File: config.mk
export PLATFORM = sky130hd
export DESIGN_NAME = doa_fine_scheduler
export DESIGN_NICKNAME = d
export VERILOG_FILES = /design/src/rtl/doa_fine_scheduler.sv
export SDC_FILE = /design/constraint.sdc
export NUM_CORES = 1
export LEC_CHECK = 0
export ABC_AREA = 1
export BUFFER_PORTS_ARGS = -buffer_cell sky130_fd_sc_hd__buf_2
export CAP_MARGIN = 40
export CORE_AREA = 2 2 454 456
export CTS_BUF_LIST = sky130_fd_sc_hd__clkbuf_4
export CTS_CLUSTER_DIAMETER = 80
export DETAILED_ROUTE_END_ITERATION = 8
export DIE_AREA = 0 0 456 458
export GPL_ROUTABILITY_DRIVEN = 0
export PLACE_DENSITY = 0.3
export SYNTH_ARGS = -nofsm -noshare
export SYNTH_HDL_FRONTEND = slang
export SYNTH_SLANG_ARGS = --single-unit
File: constraint.sdc
create_clock -name clk -period 9.4 [get_ports clk]
set_input_delay 2.82 -clock clk [delete_from_list [all_inputs] [get_ports clk]]
set_output_delay 2.82 -clock clk [all_outputs]
set_load 0.005 [all_outputs]
File: src/rtl/doa_fine_scheduler.sv
// Fine-search sequencer: one engine run per coarse candidate, merging reported minima into a sorted top-NUM_SRC list.
// Optional feature: define DOA_DEDUP_EN to merge minima lying within 1 degree of an existing list entry.
module doa_fine_scheduler #(
  parameter int DOASEARCH_WIDTH = 48,
  parameter int LOCAL_MIN_DEPTH = 16,
  parameter int CAND_DEPTH      = 8,
  parameter int NUM_SRC         = 2,
  parameter int HALF_SPAN       = 10,
  parameter int ANGLE_MIN       = 0,
  parameter int ANGLE_MAX       = 360
) (
  input  logic                                    clk,
  input  logic                                    rst_n,
  input  logic                                    start,
  input  logic [$clog2(CAND_DEPTH+1)-1:0]         cand_count,
  input  logic [9:0]                              cand_angle [0:CAND_DEPTH-1],
  output logic                                    fs_start,
  output logic [9:0]                              fs_angle_min,
  output logic [9:0]                              fs_angle_max,
  input  logic                                    fs_done,
  input  logic signed [DOASEARCH_WIDTH-1:0]       fs_local_min [0:LOCAL_MIN_DEPTH-1],
  input  logic [9:0]                              fs_local_min_angle [0:LOCAL_MIN_DEPTH-1],
  input  logic [$clog2(LOCAL_MIN_DEPTH)-1:0]      fs_local_min_count,
  output logic [9:0]                              doa_angle [0:NUM_SRC-1],
  output logic signed [DOASEARCH_WIDTH-1:0]       doa_value [0:NUM_SRC-1],
  output logic [$clog2(NUM_SRC+1)-1:0]            doa_count,
  output logic                                    busy,
  output logic                                    done
);
  localparam int W   = DOASEARCH_WIDTH;
  localparam int CCW = $clog2(CAND_DEPTH + 1);
  localparam int IW  = $clog2(CAND_DEPTH);
  localparam int JW  = $clog2(LOCAL_MIN_DEPTH);
  localparam int CW  = $clog2(NUM_SRC + 1);
  localparam logic signed [10:0] SPAN_S = 11'(HALF_SPAN);
  localparam logic signed [10:0] AMIN_S = 11'(ANGLE_MIN);
  localparam logic signed [10:0] AMAX_S = 11'(ANGLE_MAX);

  typedef enum logic [2:0] {S_IDLE, S_LAUNCH, S_WAIT, S_SCAN, S_NEXT, S_DONE} state_t;

  state_t                state_q;
  logic [CCW-1:0]        cnt_q;
  logic [IW-1:0]         idx_q;
  logic [JW-1:0]         j_q;
  logic                  fs_start_q, busy_q, done_q;
  logic [9:0]            fs_min_q, fs_max_q;
  logic [9:0]            cand_ang_q [CAND_DEPTH];
  logic signed [W-1:0]   wl_val_q [NUM_SRC];
  logic [9:0]            wl_ang_q [NUM_SRC];
  logic [CW-1:0]         wl_cnt_q;
  logic [9:0]            doa_angle_q [NUM_SRC];
  logic signed [W-1:0]   doa_value_q [NUM_SRC];
  logic [CW-1:0]         doa_cnt_q;

  assign fs_start     = fs_start_q;
  assign fs_angle_min = fs_min_q;
  assign fs_angle_max = fs_max_q;
  assign doa_angle    = doa_angle_q;
  assign doa_value    = doa_value_q;
  assign doa_count    = doa_cnt_q;
  assign busy         = busy_q;
  assign done         = done_q;

  // Window is computed signed so candidates near 0 clamp instead of wrapping.
  logic signed [10:0] cand_s, win_lo, win_hi;
  always_comb begin
    cand_s = signed'({1'b0, cand_ang_q[idx_q]});
    win_lo = cand_s - SPAN_S;
    win_hi = cand_s + SPAN_S;
    if (win_lo < AMIN_S) win_lo = AMIN_S;
    if (win_hi > AMAX_S) win_hi = AMAX_S;
  end

`ifdef DOA_DEDUP_EN
  function automatic logic ang_close(input logic [9:0] a, input logic [9:0] b);
    logic [9:0] d;
    d = (a >= b) ? a - b : b - a;
    return d <= 10'd1;
  endfunction
  logic                hit;
  int                  hit_idx;
  logic signed [W-1:0] hit_val;
`endif

  logic signed [W-1:0] new_val;
  logic [9:0]          new_ang;
  logic signed [W-1:0] base_val [NUM_SRC];
  logic [9:0]          base_ang [NUM_SRC];
  logic signed [W-1:0] wl_val_d [NUM_SRC];
  logic [9:0]          wl_ang_d [NUM_SRC];
  logic [CW-1:0]       wl_cnt_d;
  int                  base_cnt, pos, cnt_n;
  logic                ins_en;

  always_comb begin
    new_val  = fs_local_min[j_q];
    new_ang  = fs_local_min_angle[j_q];
    base_val = wl_val_q;
    base_ang = wl_ang_q;
    base_cnt = int'(wl_cnt_q);
    ins_en   = 1'b1;
`ifdef DOA_DEDUP_EN
    hit = 1'b0; hit_idx = 0; hit_val = '0;
    for (int k = 0; k < NUM_SRC; k++)
      if (!hit && k < int'(wl_cnt_q) && ang_close(wl_ang_q[k], new_ang)) begin
        hit = 1'b1; hit_idx = k; hit_val = wl_val_q[k];
      end
    // A better value for a known peak is re-inserted after pulling the old slot out.
    if (hit) begin
      if (new_val < hit_val) begin
        for (int k = 0; k < NUM_SRC - 1; k++)
          if (k >= hit_idx) begin
            base_val[k] = wl_val_q[k+1];
            base_ang[k] = wl_ang_q[k+1];
          end
        base_cnt = base_cnt - 1;
      end else begin
        ins_en = 1'b0;
      end
    end
`endif
    pos = 0;
    for (int k = 0; k < NUM_SRC; k++)
      if (k < base_cnt && base_val[k] <= new_val) pos = k + 1;
    wl_val_d = base_val;
    wl_ang_d = base_ang;
    cnt_n    = base_cnt;
    if (ins_en && pos < NUM_SRC) begin
      for (int k = 1; k < NUM_SRC; k++)
        if (k > pos) begin
          wl_val_d[k] = base_val[k-1];
          wl_ang_d[k] = base_ang[k-1];
        end
      for (int k = 0; k < NUM_SRC; k++)
        if (k == pos) begin
          wl_val_d[k] = new_val;
          wl_ang_d[k] = new_ang;
        end
      cnt_n = (base_cnt < NUM_SRC) ? base_cnt + 1 : base_cnt;
    end
    wl_cnt_d = CW'(cnt_n);
  end

  always_ff @(posedge clk or negedge rst_n) begin
    if (!rst_n) begin
      state_q    <= S_IDLE;
      cnt_q      <= '0;
      idx_q      <= '0;
      j_q        <= '0;
      fs_start_q <= 1'b0;
      fs_min_q   <= '0;
      fs_max_q   <= '0;
      busy_q     <= 1'b0;
      done_q     <= 1'b0;
      wl_cnt_q   <= '0;
      doa_cnt_q  <= '0;
      for (int k = 0; k < NUM_SRC; k++) begin
        doa_angle_q[k] <= '0;
        doa_value_q[k] <= '0;
      end
    end else begin
      fs_start_q <= 1'b0;
      done_q     <= 1'b0;
      case (state_q)
        S_IDLE: if (start) begin
          cnt_q    <= (cand_count > CCW'(CAND_DEPTH)) ? CCW'(CAND_DEPTH) : cand_count;
          idx_q    <= '0;
          wl_cnt_q <= '0;
          busy_q   <= 1'b1;
          state_q  <= (cand_count == '0) ? S_DONE : S_LAUNCH;
        end
        S_LAUNCH: begin
          fs_min_q   <= win_lo[9:0];
          fs_max_q   <= win_hi[9:0];
          fs_start_q <= 1'b1;
          state_q    <= S_WAIT;
        end
        // fs_start_q high marks the first WAIT cycle, where a stale fs_done is ignored.
        S_WAIT: if (fs_done && !fs_start_q) begin
          j_q     <= '0;
          state_q <= (fs_local_min_count != '0) ? S_SCAN : S_NEXT;
        end
        S_SCAN: begin
          wl_cnt_q <= wl_cnt_d;
          if (j_q == fs_local_min_count - JW'(1)) state_q <= S_NEXT;
          else j_q <= j_q + JW'(1);
        end
        S_NEXT: begin
          if (CCW'(idx_q) + CCW'(1) == cnt_q) begin
            state_q <= S_DONE;
          end else begin
            idx_q   <= idx_q + IW'(1);
            state_q <= S_LAUNCH;
          end
        end
        S_DONE: begin
          doa_angle_q <= wl_ang_q;
          doa_value_q <= wl_val_q;
          doa_cnt_q   <= wl_cnt_q;
          done_q      <= 1'b1;
          busy_q      <= 1'b0;
          state_q     <= S_IDLE;
        end
        default: state_q <= S_IDLE;
      endcase
    end
  end

  always_ff @(posedge clk) begin
    if (state_q == S_IDLE && start) begin
      for (int k = 0; k < CAND_DEPTH; k++) cand_ang_q[k] <= cand_angle[k];
    end
    if (state_q == S_SCAN) begin
      wl_val_q <= wl_val_d;
      wl_ang_q <= wl_ang_d;
    end
  end
endmodule

==> results of run 1 <==
## metal layers
metal  part of all wire [%]  vias up
met5                   0.15        -
li1                       -    13100
met1                     41    13500
met4                    2.1       46
met3                    7.8      287
met2                     49     1264
## sequential cells by signal, indices dropped and copies added, names as in the netlist
signal,cells
fs_angle_max,10
busy,1
state_q,3
fs_angle_min,10
wl_cnt_q,2
doa_angle,20
fs_start,1
cand_ang_q,80
cnt_q,4
idx_q,3
doa_value,96
done,1
base_val,96
base_ang,20
j_q,4
doa_count,2
## Yosys cell counts (all sizes together), types with 59 or more instances
cell	number	area (um2)
ha	103	1290
edfxtp	196	5890
a21oi	300	1520
dfrtp	157	3930
inv	150	566
nand2	1115	4230
nand3	108	566
nor2	129	494
o21ai	136	707
clkbuf	171	642
buf	59	352
o221ai	303	2650
## how the worst min path moves through the flow
stage | from | to | slack [ns] | depth (start not counted)
final | base_val[16]$_DFFE_PP_ | doa_value[16]$_DFFE_PN0P_ | 0.43 | 2
after global routing | base_ang[0]$_DFFE_PP_ | doa_angle[0]$_DFFE_PN0P_ | 0.48 | 2
after CTS | base_val[16]$_DFFE_PP_ | doa_value[16]$_DFFE_PN0P_ | 0.39 | 2
after detailed placement | base_ang[2]$_DFFE_PP_ | doa_angle[2]$_DFFE_PN0P_ | 0.45 | 2
after global placement | doa_value[36]$_DFFE_PN0P_ | doa_value[36]$_DFFE_PN0P_ | 0.45 | 2
after floorplan | base_ang[0]$_DFFE_PP_ | doa_angle[0]$_DFFE_PN0P_ | 0.43 | 2
## kinds of logic after synthesis
family | synth area share, %
compound gates | 22.0
fa+ha+maj | 5.47
buf+inv | 6.73
xor+xnor | 0.632
flops | 41.7
simple gates | 23.5
## power breakdown
part	internal (mW)	leakage (nW)	switching (mW)
clock	0.958	0.970	0.831
sequential	2.61	3.79	0.553
combinational	2.58	11.8	6.49
total	6.14	16.6	7.87
## tightest hold or removal path, cell delays in order, from the launching register on
cell and delay (ns):
edfxtp_1 0.38, nand2_1 0.07, nand2_1 0.05
## area by class of cell
cell class,instances,area [um2]
Fill cell,23500,169000
Multi-Input combinational cell,2293,12200
Sequential cell,353,9830
Timing Repair Buffer,1246,6670
Tap cell,2688,3360
Clock buffer,194,1460
Inverter,157,617
Clock inverter,26,171
Antenna cell,40,100
## through the flow
stage | utilization (%) | area, um2
after floorplan | - | 23500
after global placement | 15.9 | 32400
after detailed placement | 16.0 | 32700
after CTS | 16.8 | 34300
after global routing | 16.9 | 34400
final | 16.9 | 34400
==> impl_metrics.ini, run 1 <==
[timing]
holdWs_ns = 0.427
min_period_over_period_pct = 72.1
rsz0062_at_grt = no
fin_crit_ns = 6.77
worst_slew_pin_slew_ns = 1.06
max_freq_ghz = 0.148
fin_ws_ns = 2.63
finalHoldViolations = 0
skew_ns = 0.109
setup_viol = 0
relSlewSlack_pct = 29.7
slew_violations = 0
tns_ns = 0

[die]
rows = 166
ioPinCount = 1161
initial_utilization_pct = 11.6
die-area_um2 = 209000
die_x_um = 456
core-area_um2 = 204000
die_y_um = 458

[routing]
dr.first_iter.drc_count = 2197
drc = 0
vias_per_cell = 4.03
wl_per_cell_um = 28.0
antenna_left = 0
dr.pass1.iters = 6
dr_total_vias = 28200
wirelength_um = 196000

[place]
place_hpwl_um = 161000
pre_cts_ws_ns = 1.85
placedCellCount = 6735
io_buffers = 1160

[clock_network]
cts_tree = built
cts_sinks = 353
root_buffer = clkbuf_4
htree_levels = 3
numCtsBuffers = 117
clk_latency_ns = 1.11
clockBufferDepth = 3
cts_resized = 0
cts_hold_buf = 0
postCtsSetupRepairBufs = 0
clk_pin_slew_ns = 0.07

[global_route]
grt_max_degree = 141
groute.usage.overall_pct = 18.0
top_usage_layer = met2
grt_pass1_vias = 28300
grt_pass1_wl_um = 256000
antenna_found_initial = 111
grt_use_met1_pct = 22.3
grt.met2_usage_pct = 30.9
grt-ovfl-total = 0
grtUsageMet3_pct = 5.01

[yosys]
synthFlopType = edfxtp_1
ys_types = 46
yosysWarnings = 0
async_reset_ff_share_pct = 44.5
netlist_area_um2 = 23500
ys_ff_latch = 353
synth_cells = 3033
synth_nets = 4156
yosysSeqAreaShare_pct = 41.7
synth_edf_count = 196
syn-mean-instance-area_um2 = 7.76

[critical_path]
cp.required_ns = 10.07
r2r_end = base_val[69]$_DFFE_PP_
path_cells = inv_8 -> nand2_4 -> buf_12 -> buf_4 -> o221ai_1 -> o221ai_1 -> nand2_1 -> ha_1 -> nand2_1 -> o21a_1 -> o21ai_0 -> nand2_1 -> nand2_1 -> nand2_1 -> nand4_1 -> nand3_2 -> nand2_4 -> inv_1 -> nor3_2 -> buf_12
crit_family = simple AND/OR/NAND/NOR gates
startpoint_type = flop
worstSetupPathType = flop to flop
slowest_stage = dfrtp_4
rrSetupSlack_ns = 2.63
path_depth = 20
crit_top_cell = nand2_1
reg2reg_depth = 20
cp.buffers_inverters = 5
arrival_ns = 7.44
cp_max_fo = 81
endpoint = base_val[69]$_DFFE_PP_
timing.rr.start = j_q[0]$_DFFE_PN0P_
slowest_delay_ns = 0.95
cp-end-kind = flop
startpoint = j_q[0]$_DFFE_PN0P_

[cells_and_area]
final_layout_size_suffix_gt1_share_pct = 35.5
area_delta_synth_final_pct = 46.3
nNetsFinal = 5291
final_cells = 6997
layout_commonest_cell = buf_2
layout_common_cells = buf_2 (1160), nand2_1 (1098), o221ai_1 (299)

[pwr]
power_density_nw_per_um2 = 407
leakage_nw = 16.6
total_power_mw = 14.0
ir_worst_vdd_v = 0.000261

[worst_hold_path]
min_path_type = flop to flop

[status]
status = finished, final reports clean

[run]
drv_cap = 0
(Power assumes the default switching activity.)
==> inputs of run 2 (changes only) <==
--- a/config.mk
+++ b/config.mk
@@ -8,11 +8,11 @@
 export ABC_AREA = 1
 export BUFFER_PORTS_ARGS = -buffer_cell sky130_fd_sc_hd__buf_2
 export CAP_MARGIN = 40
-export CORE_AREA = 2 2 454 456
+export CORE_AREA = 2 2 447 449
 export CTS_BUF_LIST = sky130_fd_sc_hd__clkbuf_4
 export CTS_CLUSTER_DIAMETER = 80
 export DETAILED_ROUTE_END_ITERATION = 8
-export DIE_AREA = 0 0 456 458
+export DIE_AREA = 0 0 449 451
 export GPL_ROUTABILITY_DRIVEN = 0
 export PLACE_DENSITY = 0.3
 export SYNTH_ARGS = -nofsm -noshare
==> constraint.sdc (replaced) <==
create_clock -name clk -period 5.9 [get_ports clk]
set_input_delay 1.77 -clock clk [delete_from_list [all_inputs] [get_ports clk]]
set_output_delay 1.77 -clock clk [all_outputs]
set_load 0.005 [all_outputs]
==> run 2 against run 1 <==
- cell count is 0.51% higher
- die area decreased by 3.0%
- design area is 1.8% higher
- routed wire length grew 0.81%
- setup slack lost 1.9 ns
- non-clock buffer count is 87 higher
- first-iteration DRC count rose by 5.1%
- register-to-register slack got worse by 1.9 ns
- count of clock-buffer cells in the layout decreased by 21
- hold slack gained 0.030 ns
- critical path depth grew 1
- critical path type unchanged
- largest cell class unchanged
- highest routed layer unchanged
==> impl_metrics.ini, run 2 (synthesis gave the netlist of run 1 again) <==
[clock_network]
postCtsSetupRepairBufs = 0
cts_resized = 0
cts_tree = built
cts_hold_buf = 0
cts_sinks = 353
htree_levels = 3
root_buffer = clkbuf_4
clk_latency_ns = 1.04
clk_pin_slew_ns = 0.07
clockBufferDepth = 3
numCtsBuffers = 110

[place]
placed_area_um2 = 33500
io_buffers = 1160
placedCellCount = 6792
pre_cts_ws_ns = 0.191
place_hpwl_um = 164000

[critical_path]
crit_top_cell = nand2_1
arrival_ns = 5.86
r2r_end = base_val[70]$_DFFE_PP_
reg2reg_depth = 21
cp.required_ns = 6.58
crit_family = simple AND/OR/NAND/NOR gates
endpoint = base_val[70]$_DFFE_PP_
startpoint = j_q[0]$_DFFE_PN0P_
worstSetupPathType = flop to flop
slowest_stage = dfrtp_4
path_depth = 21
cp_max_fo = 55
path_cells = inv_8 -> nand2_4 -> buf_12 -> buf_12 -> o221ai_1 -> buf_4 -> o221ai_1 -> nand2_1 -> ha_1 -> nand2_1 -> nor3_1 -> nand2_1 -> nor2_1 -> nand2_1 -> nand4_1 -> nand3_1 -> nand2_1 -> inv_2 -> nor3_4 -> buf_12 -> buf_12
timing.rr.start = j_q[0]$_DFFE_PN0P_
rrSetupSlack_ns = 0.72
startpoint_type = flop
cp.buffers_inverters = 7
slowest_delay_ns = 0.58
cp-end-kind = flop

[timing]
fin_ws_ns = 0.724
fin_crit_ns = 5.18
rsz0062_at_grt = no
max_freq_ghz = 0.193
setup_viol = 0
holdWs_ns = 0.457
tns_ns = 0
min_period_over_period_pct = 87.7
slew_violations = 0
finalHoldViolations = 0
skew_ns = 0.0883
worst_slew_pin_slew_ns = 0.984
relSlewSlack_pct = 34.4

[status]
status = finished, final reports clean

[routing]
vias_per_cell = 4.09
antenna_left = 0
dr.pass1.iters = 5
dr_total_vias = 28800
dr.first_iter.drc_count = 2310
wl_per_cell_um = 28.1
drc = 0
wirelength_um = 197000

[die]
die_x_um = 449
core-area_um2 = 198000
die_y_um = 451
die-area_um2 = 202000
initial_utilization_pct = 11.9
ioPinCount = 1161
rows = 164

[global_route]
grt_pass1_vias = 29000
grt_max_degree = 87
grt-ovfl-total = 0
grt_pass1_wl_um = 259000
antenna_found_initial = 116
groute.usage.overall_pct = 18.7

[cells_and_area]
final_cells = 7033
fill_cells = 23000
fin_area_um2 = 35100
nNetsFinal = 5371
layout_commonest_cell = buf_2
postLayoutCoreUtil_pct = 17.7
seq_area_um2 = 9830
final_layout_size_suffix_gt1_share_pct = 36.3
layout_common_cells = buf_2 (1159), nand2_1 (1098), o221ai_1 (303)
multiInputGateArea_um2 = 12200
area_delta_synth_final_pct = 48.9

[pwr]
leakage_nw = 16.9
ir_worst_vdd_v = 0.000420
total_power_mw = 22.8
power_density_nw_per_um2 = 652

[run]
drv_cap = 0

[worst_hold_path]
min_path_type = flop to flop
run 2: cell count changes in the layout (fill, tap and decap cells not counted), sizes merged:
cell      previous run  this run
buf               1244      1332
bufinv               1         0
clkbuf             196       174
clkinv              29        28
clkinvlp             1         0
diode               40        44
inv                152       153
run 2: worst min path at each step:
| stage | from | to | slack (ns) | depth (start not counted) |
|---|---|---|---|---|
| 6_report | base_ang[7]$_DFFE_PP_ | doa_angle[7]$_DFFE_PN0P_ | 0.46 | 2 |
| 5_1_grt | rst_n | doa_value[38]$_DFFE_PN0P_ | 0.42 | 1 |
| 4_1_cts | rst_n | doa_value[38]$_DFFE_PN0P_ | 0.33 | 1 |
| 3_5_place_dp | base_ang[7]$_DFFE_PP_ | doa_angle[7]$_DFFE_PN0P_ | 0.44 | 2 |
| 3_3_place_gp | base_ang[7]$_DFFE_PP_ | doa_angle[7]$_DFFE_PN0P_ | 0.45 | 2 |
| 2_1_floorplan | base_ang[0]$_DFFE_PP_ | doa_angle[0]$_DFFE_PN0P_ | 0.43 | 2 |
run 2: metal layers:
metal	track usage, %	up-vias	wire [um]	part of all wire (%)
met5	0	-	298	0.15
met4	4.48	46	3910	2.0
met3	4.91	274	13900	7.1
met2	31.6	1284	95100	48
met1	23.7	13900	84200	43
li1	-	13300	-	-
run 2: layout make-up:
cell class,count,area share (%)
sequential,353,28.0
multi-input combinational,2293,34.8
timing repair buffer,1333,21.6
antenna,44,0.314
clock buffer,173,3.70
tap,2656,9.48
clock inverter,24,0.389
inverter,157,1.76
run 2: worst min-delay path: stages (launching register included):
cell and delay, ns:
edfxtp_1 0.32, nand2_1 0.05, nand2_1 0.05
run 2: power by group:
group	leakage, nW	total [mW]	switching (mW)	internal (mW)
clock	0.860	2.60	1.27	1.33
sequential	3.79	4.95	0.800	4.15
combinational	12.3	15.3	10.5	4.79
==> inputs of run 3 (changes only) <==
==> constraint.sdc (replaced) <==
create_clock -name clk -period 4.35 [get_ports clk]
set_input_delay 1.305 -clock clk [delete_from_list [all_inputs] [get_ports clk]]
set_output_delay 1.305 -clock clk [all_outputs]
set_load 0.005 [all_outputs]
==> run 3 against run 2 <==
- the flow now finishes with violations (negative setup slack)
- die area is the same
- flip-flop and latch count is the same
- hold slack lost 0.23 ns
- combinational power grew 62%
- clock power grew 42%
- design area grew 8.8%
- sequential power grew 34%
- non-clock buffer count grew 260
- register-to-register slack lost 0.88 ns
- core utilization grew 1.6 points
- critical path type unchanged
- largest power group unchanged
- highest routed layer unchanged
==> impl_metrics.ini, run 3 (synthesis gave the netlist of run 1 again) <==
[status]
status = finished with violations
failed_checks = negative setup slack

[pwr]
ir_worst_vdd_v = 0.000670
power_density_nw_per_um2 = 919
total_power_mw = 35.1
leakage_nw = 18.5

[die]
die_x_um = 449
core-area_um2 = 198000
initial_utilization_pct = 11.9
die_y_um = 451
die-area_um2 = 202000
ioPinCount = 1161
rows = 164

[place]
placed_area_um2 = 35800
place_hpwl_um = 170000
io_buffers = 1160
pre_cts_ws_ns = -0.833
placedCellCount = 7030

[cells_and_area]
postLayoutCoreUtil_pct = 19.3
layout_commonest_cell = buf_2
area_delta_synth_final_pct = 62.1
nNetsFinal = 5633
final_cells = 7311
final_layout_size_suffix_gt1_share_pct = 41.3
layout_common_cells = buf_2 (1159), nand2_1 (1086), buf_4 (341)
fin_area_um2 = 38200
fill_cells = 22900

[timing]
fin_crit_ns = 4.50
rsz0062_at_grt = yes
max_freq_ghz = 0.222
setup_viol = 63
slew_violations = 0
finalHoldViolations = 0
worst_slew_pin_slew_ns = 1.08
fin_ws_ns = -0.154
tns_ns = -2.68
relSlewSlack_pct = 28.1
skew_ns = 0.0917
holdWs_ns = 0.222
min_period_over_period_pct = 104

[critical_path]
timing.rr.start = j_q[0]$_DFFE_PN0P_
worstSetupPathType = flop to flop
startpoint_type = flop
cp.required_ns = 5.09
r2r_end = base_val[8]$_DFFE_PP_
endpoint = base_val[8]$_DFFE_PP_
cp_max_fo = 16
arrival_ns = 5.25
rrSetupSlack_ns = -0.15
reg2reg_depth = 26
startpoint = j_q[0]$_DFFE_PN0P_
cp-end-kind = flop

[clock_network]
cts_hold_buf = 0
root_buffer = clkbuf_4
cts_tree = built
numCtsBuffers = 112
cts_sinks = 353
clk_pin_slew_ns = 0.08
clk_latency_ns = 1.12
clockBufferDepth = 3
htree_levels = 3

[run]
drv_cap = 0

[global_route]
grt_pass1_vias = 30300
groute.usage.overall_pct = 19.1
grt_pass1_wl_um = 265000
grt-ovfl-total = 0
antenna_found_initial = 105
grt_max_degree = 82

[routing]
dr.first_iter.drc_count = 2204
dr.pass1.iters = 5
vias_per_cell = 4.06
wl_per_cell_um = 27.5
antenna_left = 0
dr_total_vias = 29700
drc = 0
wirelength_um = 201000

[worst_hold_path]
min_path_type = primary input to asynchronous set/reset pin
## run 3: repair_timing
item                       4_1_cts  5_1_grt
pin swaps                        6       10
setup endpoints to repair      174      174
gates cloned                     4        1
hold endpoints to repair         0        0
buffers inserted                16        1
gates resized for setup         51       42
## run 3: per-layer routing
metal  up-vias  part of all wire [%]  GRT usage (%)
met1     14300                    42           24.4
met5         -                  0.18              0
met4        56                   1.9           3.54
li1      13800                     -              -
met2      1226                    48           32.6
met3       281                   7.7           4.76
## run 3: worst min path at each step
stage	from	to	slack [ns]	cells after the start
floorplan	base_ang[0]$_DFFE_PP_	doa_angle[0]$_DFFE_PN0P_	0.43	2
global placement	doa_value[3]$_DFFE_PN0P_	doa_value[3]$_DFFE_PN0P_	0.45	2
detailed placement	doa_angle[0]$_DFFE_PN0P_	doa_angle[0]$_DFFE_PN0P_	0.45	2
CTS	rst_n	doa_value[73]$_DFFE_PN0P_	0.08	1
global route	rst_n	doa_value[73]$_DFFE_PN0P_	0.14	1
finish	rst_n	doa_value[73]$_DFFE_PN0P_	0.22	1
## run 3: critical path: stages (launching register included)
cell	delay [ns]
dfrtp_4	0.55
inv_8	0.11
nand2_4	0.08
buf_12	0.17
buf_12	0.19
buf_4	0.15
o221ai_1	0.35
o221ai_1	0.23
nand2_1	0.16
buf_12	0.13
ha_1	0.22
nand2_1	0.11
o21ai_0	0.10
a21oi_1	0.25
buf_4	0.16
nand2_1	0.05
nand2_1	0.08
nand3_1	0.07
nand2_1	0.07
nand3_2	0.09
nand2_4	0.09
inv_4	0.04
buf_4	0.13
nor2_4	0.13
buf_6	0.16
buf_6	0.10
buf_12	0.14
## run 3: area by class of cell
cell class                      instances  area (um2)  area share [%]
Antenna cell                           50         125           0.328
Multi-Input combinational cell       2293       12600            33.0
Clock inverter                         34         201           0.528
Sequential cell                       353        9830            25.8
Inverter                              157         619            1.62
Clock buffer                          175        1310            3.44
Tap cell                             2656        3320            8.71
Timing Repair Buffer                 1593       10100            26.6
## run 3: power by group
part	internal, mW	total (mW)	switching, mW
Clock	1.90	3.68	1.78
Combinational	9.44	24.8	15.3
Sequential	5.63	6.63	1.00
